--- config.mk ---
export PLATFORM = sky130hd
export DESIGN_NAME = regfile_wb_arbiter
export DESIGN_NICKNAME = d
export VERILOG_FILES = /design/src/rtl/regfile_pkg.sv /design/src/rtl/rr_arbiter.sv /design/src/rtl/regfile_wb_arbiter.sv
export SDC_FILE = /design/constraint.sdc
export NUM_CORES = 1
export LEC_CHECK = 0
export BUFFER_PORTS_ARGS = -buffer_cell sky130_fd_sc_hd__buf_4
export CAP_MARGIN = 30
export CORE_MARGIN = 1
export CORE_UTILIZATION = 25
export CTS_CLUSTER_DIAMETER = 50
export CTS_CLUSTER_SIZE = 24
export DETAILED_ROUTE_END_ITERATION = 8
export PLACE_DENSITY_LB_ADDON = 0.12
export SYNTH_ARGS = -nofsm -noshare
export SYNTH_HDL_FRONTEND = slang
export SYNTH_SLANG_ARGS = --single-unit
--- constraint.sdc ---
create_clock -name clk -period 4.2 [get_ports clk]
set_input_delay 0.63 -clock clk [delete_from_list [all_inputs] [get_ports clk]]
set_output_delay 0.63 -clock clk [all_outputs]
set_load 0.05 [all_outputs]
--- src/rtl/regfile_pkg.sv ---
// Shared sizing, requester indices and the writeback request record for the
// register-file writeback path.
package regfile_pkg;

    localparam int DATA_WIDTH    = 32;
    localparam int ADDRESS_WIDTH = 5;
    localparam int NUM_REGS      = 32;
    localparam int NUM_REQ       = 3;

    localparam int REQ_ALU = 0;
    localparam int REQ_LSU = 1;
    localparam int REQ_MDU = 2;

    typedef struct packed {
        logic [ADDRESS_WIDTH-1:0] dest;
        logic [DATA_WIDTH-1:0]    data;
    } wb_req_t;

endpackage

--- src/rtl/rr_arbiter.sv ---
// Combinational round-robin pick: first valid requester at or after rr_ptr,
// wrapping modulo NUM_REQ.
module rr_arbiter #(
    parameter int NUM_REQ = 3,
    parameter int IDX_W   = (NUM_REQ > 1) ? $clog2(NUM_REQ) : 1
) (
    input  logic [NUM_REQ-1:0] req_valid,
    input  logic [IDX_W-1:0]   rr_ptr,
    output logic [NUM_REQ-1:0] grant,
    output logic [IDX_W-1:0]   grant_idx
);

    always_comb begin
        logic             found;
        logic [IDX_W-1:0] sel;
        grant     = '0;
        grant_idx = '0;
        found     = 1'b0;
        sel       = '0;
        for (int unsigned k = 0; k < NUM_REQ; k++) begin
            sel = IDX_W'((32'(rr_ptr) + k) % 32'(NUM_REQ));
            if (!found && req_valid[sel]) begin
                found      = 1'b1;
                grant[sel] = 1'b1;
                grant_idx  = sel;
            end
        end
    end

endmodule

--- src/rtl/regfile_wb_arbiter.sv ---
// Round-robin sharing of the register-file write port plus the busy scoreboard
// that decode uses to stall RAW/WAW hazards on in-flight results.
module regfile_wb_arbiter
    import regfile_pkg::*;
#(
    parameter int DATA_WIDTH    = regfile_pkg::DATA_WIDTH,
    parameter int ADDRESS_WIDTH = regfile_pkg::ADDRESS_WIDTH,
    parameter int NUM_REGS      = regfile_pkg::NUM_REGS,
    parameter int NUM_REQ       = regfile_pkg::NUM_REQ
) (
    input  logic                             clk,
    input  logic                             rst,
    input  logic [NUM_REQ-1:0]               req_valid,
    input  logic [NUM_REQ*ADDRESS_WIDTH-1:0] req_dest,
    input  logic [NUM_REQ*DATA_WIDTH-1:0]    req_data,
    output logic [NUM_REQ-1:0]               req_ready,
    output logic                             rg_wrt_en,
    output logic [ADDRESS_WIDTH-1:0]         rg_wrt_dest,
    output logic [DATA_WIDTH-1:0]            rg_wrt_data,
    input  logic                             iss_valid,
    input  logic [ADDRESS_WIDTH-1:0]         iss_dest,
    output logic                             iss_ready,
    input  logic [ADDRESS_WIDTH-1:0]         rs1_addr,
    input  logic [ADDRESS_WIDTH-1:0]         rs2_addr,
    output logic                             rs1_busy,
    output logic                             rs2_busy,
    output logic [NUM_REGS-1:0]              busy_vec
);

    localparam int IDX_W = (NUM_REQ > 1) ? $clog2(NUM_REQ) : 1;

    logic [IDX_W-1:0]         rr_ptr;
    logic [IDX_W-1:0]         grant_idx;
    logic [NUM_REQ-1:0]       grant;
    logic                     transfer;
    logic [ADDRESS_WIDTH-1:0] xfer_dest;
    logic [DATA_WIDTH-1:0]    xfer_data;
    logic [NUM_REGS-1:0]      busy_q;
    logic [NUM_REGS-1:0]      busy_nxt;
    logic                     iss_set;

    rr_arbiter #(
        .NUM_REQ (NUM_REQ),
        .IDX_W   (IDX_W)
    ) u_rr_arbiter (
        .req_valid (req_valid),
        .rr_ptr    (rr_ptr),
        .grant     (grant),
        .grant_idx (grant_idx)
    );

    assign req_ready = rst ? '0 : grant;
    assign transfer  = |req_ready;
    assign xfer_dest = req_dest[32'(grant_idx)*ADDRESS_WIDTH +: ADDRESS_WIDTH];
    assign xfer_data = req_data[32'(grant_idx)*DATA_WIDTH +: DATA_WIDTH];

    // A destination being written back this cycle is already free for
    // reissue and for source reads, since the regfile commits at negedge.
    assign iss_ready = !rst && ((iss_dest == '0) || !busy_q[iss_dest] ||
                                (transfer && (xfer_dest == iss_dest)));
    assign rs1_busy  = busy_q[rs1_addr] && !(transfer && (xfer_dest == rs1_addr));
    assign rs2_busy  = busy_q[rs2_addr] && !(transfer && (xfer_dest == rs2_addr));
    assign iss_set   = iss_valid && iss_ready && (iss_dest != '0);
    assign busy_vec  = busy_q;

    always_comb begin
        busy_nxt = busy_q;
        if (transfer) begin
            busy_nxt[xfer_dest] = 1'b0;
        end
        if (iss_set) begin
            busy_nxt[iss_dest] = 1'b1;
        end
        busy_nxt[0] = 1'b0;
    end

    always_ff @(posedge clk) begin
        if (rst) begin
            rr_ptr      <= IDX_W'(REQ_ALU);
            busy_q      <= '0;
            rg_wrt_en   <= 1'b0;
            rg_wrt_dest <= '0;
            rg_wrt_data <= '0;
        end else begin
            busy_q    <= busy_nxt;
            rg_wrt_en <= 1'b0;
            if (transfer) begin
                rr_ptr      <= (grant_idx == IDX_W'(NUM_REQ-1)) ? '0 : grant_idx + 1'b1;
                rg_wrt_en   <= (xfer_dest != '0);
                rg_wrt_dest <= xfer_dest;
                rg_wrt_data <= xfer_data;
            end
        end
    end

endmodule

==> impl_metrics.toml <==
[layout]
drive_above_1_share = 0.418
finish.net_count = 893
area_delta_synth_final_pct = 45.9
fill_cells = 2017
stdcell_count = 1026
ff_latch_area_sq_um = 1430
final_area_sq_um = 7420
multi_input_area_sq_um = 3490
num_antenna_cells = 0

[placement]
gp_congestion = 0.916
dp_hpwl_um = 15000
place_area_sq_um = 6840
place_inst = 996
pre_cts_slack_ns = 0.206
port-buffer-count = 206

[floorplan]
die_h_um = 145
num_rows = 51
coreArea_sq_um = 19700
io_pins = 208
die_w_um = 145
die-area_sq_um = 20900
start_util = 0.258

[drt]
routedWlPerCell_um = 19.6
dr.pass1.iters = 5
finalWirelength_um = 20100
drcViolationCount = 0
viasPerCell = 5.22
antenna_left = 0
drtIter0Drc = 346
vias = 5359

[clock_tree]
cts_hold_buffers = 0
htree_num_levels = 3
numCtsBuffers = 9
cts_root_buffer = "clkbuf_16"
clk-insertion-delay-late_ns = 0.34
clk_pin_slew_ns = 0.06
cts_sinks = 71
cts_tree = "done"
clk_path_buf_depth = 2

[grt]
antenna_found_initial = 0
grt_max_degree = 69
grt_use_total = 0.187
grt_pass1_vias = 5067
grt_overflow = 0
grt_pass1_wl_um = 29200

[sta]
slew_viol_final = 0
slew_headroom = 0.559
worstMarginPinSlew_ns = 0.662
setup_viol_count_final = 0
min_period_over_period = 0.981
setup_slack_ns = 0.0799
max_freq_ghz = 0.243
holdWs_ns = 0.451
min_period_ns = 4.12
fin_tns_setup_ns = 0
hold_violations = 0
skew_ns = 0.00669

[logic_synthesis]
yosysMostFrequentCell = "nand2_1"
synth_fp_nets = 693
synth_top_area_frac = 0.279
synthTopCellsByArea = "dfxtp_1, mux4_2, o211ai_1, mux2i_1, nand2_1"
seq_area_frac_synth = 0.279
syn-cell-area_sq_um = 5090
synth-edff-count = 0
synthArstFlopShare = 0
ys_ff_latch = 71
synth_area_per_cell_sq_um = 9.13
synthTopCellsByCount = "nand2_1, dfxtp_1, o211ai_1"
synth_ff_type = "dfxtp_1"
synth_cell_types = 66
syn_inst = 557
synth_top_area_cell = "dfxtp_1"
yosysWarnings = 0

[worst_setup_path]
max_stage_delay_ns = 0.43
cp-end-kind = "output port"
r2r_start = "rr_ptr[0]$_SDFFE_PP0N_"
worst-endpoint-arrival_ns = 3.49
cp-start-kind = "register"
r2r_slack_ns = 0.38
slowest_stage = "or4_4"
crit_fanout = 6
path_cells = "inv_4 -> ha_4 -> buf_2 -> and2b_1 -> or4_4 -> a32oi_4 -> or2_4 -> buf_4 -> mux2_4 -> a2111oi_2 -> nand4_1 -> a32o_2 -> buf_6"
cp.required_ns = 3.57
worstSetupPathType = "reg2out"
cp-startpoint = "rr_ptr[0]$_SDFFE_PP0N_"

[power]
p_per_area_nw_per_um2 = 702
peakVddDrop_uv = 287
p_leak_nw = 3.09

[job]
max_cap_violations = 0

[hold_path]
min_path_type = "reg2reg"
hold_path_startpoint = "rg_wrt_data[17]$_SDFFE_PP0N_"

[outcome]
status = "finished, final reports clean"
[routing by layer]
layer | vias up | routed length (um) | track usage
li1 | 2542 | - | -
met1 | 2545 | 8290 | 0.223
met2 | 236 | 9610 | 0.319
met3 | 36 | 1600 | 0.0424
met4 | 0 | 579 | 0.0814
met5 | - | 0 | 0
[stage by stage]
stage               utilization  power, mW
global placement          0.347       4.07
detailed placement        0.347       4.10
floorplan                     -       3.24
finish                    0.376       5.21
global route              0.376       5.56
CTS                       0.368       5.04
[logic make-up after synthesis]
group	synth area share
mux	0.224
xor+xnor	0.0330
compound gates	0.265
other cells	0.000737
simple gates	0.125
fa+ha+maj	0.00984
flops	0.279
buf+inv	0.0625
[report_power, final]
part	leakage, nW	internal [mW]	total (mW)	switching [mW]
registers	0.582	0.815	0.890	0.0744
logic	2.37	1.38	3.56	2.18
clock network	0.141	0.455	0.760	0.305
total	3.09	2.65	5.21	2.56
[layout by cell type, fill, tap and decap left out, types with 7 or more instances in the layout]
| cell | count |
|---|---|
| buf_4 | 227 |
| nand2_1 | 80 |
| dfxtp_1 | 69 |
| o211ai_1 | 59 |
| a21oi_1 | 41 |
| mux2i_1 | 40 |
| o31ai_1 | 33 |
| mux4_2 | 25 |
| inv_1 | 20 |
| nand3_1 | 18 |
| clkbuf_16 | 9 |
| nor2_1 | 8 |
| xor2_1 | 8 |
| o21ai_0 | 7 |
[cell type report]
cell class                      count  area share
Inverter                           22      0.0115
Multi-Input combinational cell    419       0.471
Clock buffer                        9      0.0303
Timing Repair Buffer              234       0.242
Tap cell                          265      0.0447
Sequential cell                    71       0.192
Clock inverter                      6     0.00826
[path summary, 6_finish.rpt]
check,to,depth (start not counted)
min,rg_wrt_data[17]$_SDFFE_PP0N_,2
max,rs2_busy,13
min reg2reg,rg_wrt_data[17]$_SDFFE_PP0N_,2
max reg2reg,busy_vec[21]$_SDFF_PP0_,13
[timing repair]
| action | in CTS | in global routing |
|---|---|---|
| pin swaps | 2 | 13 |
| resized for setup | 13 | 26 |
| setup buffers | 5 | 10 |
| endpoints found under the setup margin | 3 | 3 |
[registers in the layout, summed over array words and instances, names as in the netlist]
signal,cells
rg_wrt_data,32
busy_vec,31
rg_wrt_dest,5
rr_ptr,2
rg_wrt_en,1
[critical path, delay by kind of cell (launching register included)]
kind | cells | cell delay, ns
AOI/OAI and AO/OA | 3 | 0.77
adders and majority gates | 1 | 0.24
buffers and inverters | 4 | 0.49
DFF | 1 | 0.36
muxes | 1 | 0.34
and+or+nand+nor | 4 | 0.96
Note: power is estimated with default switching activity, not from simulation.
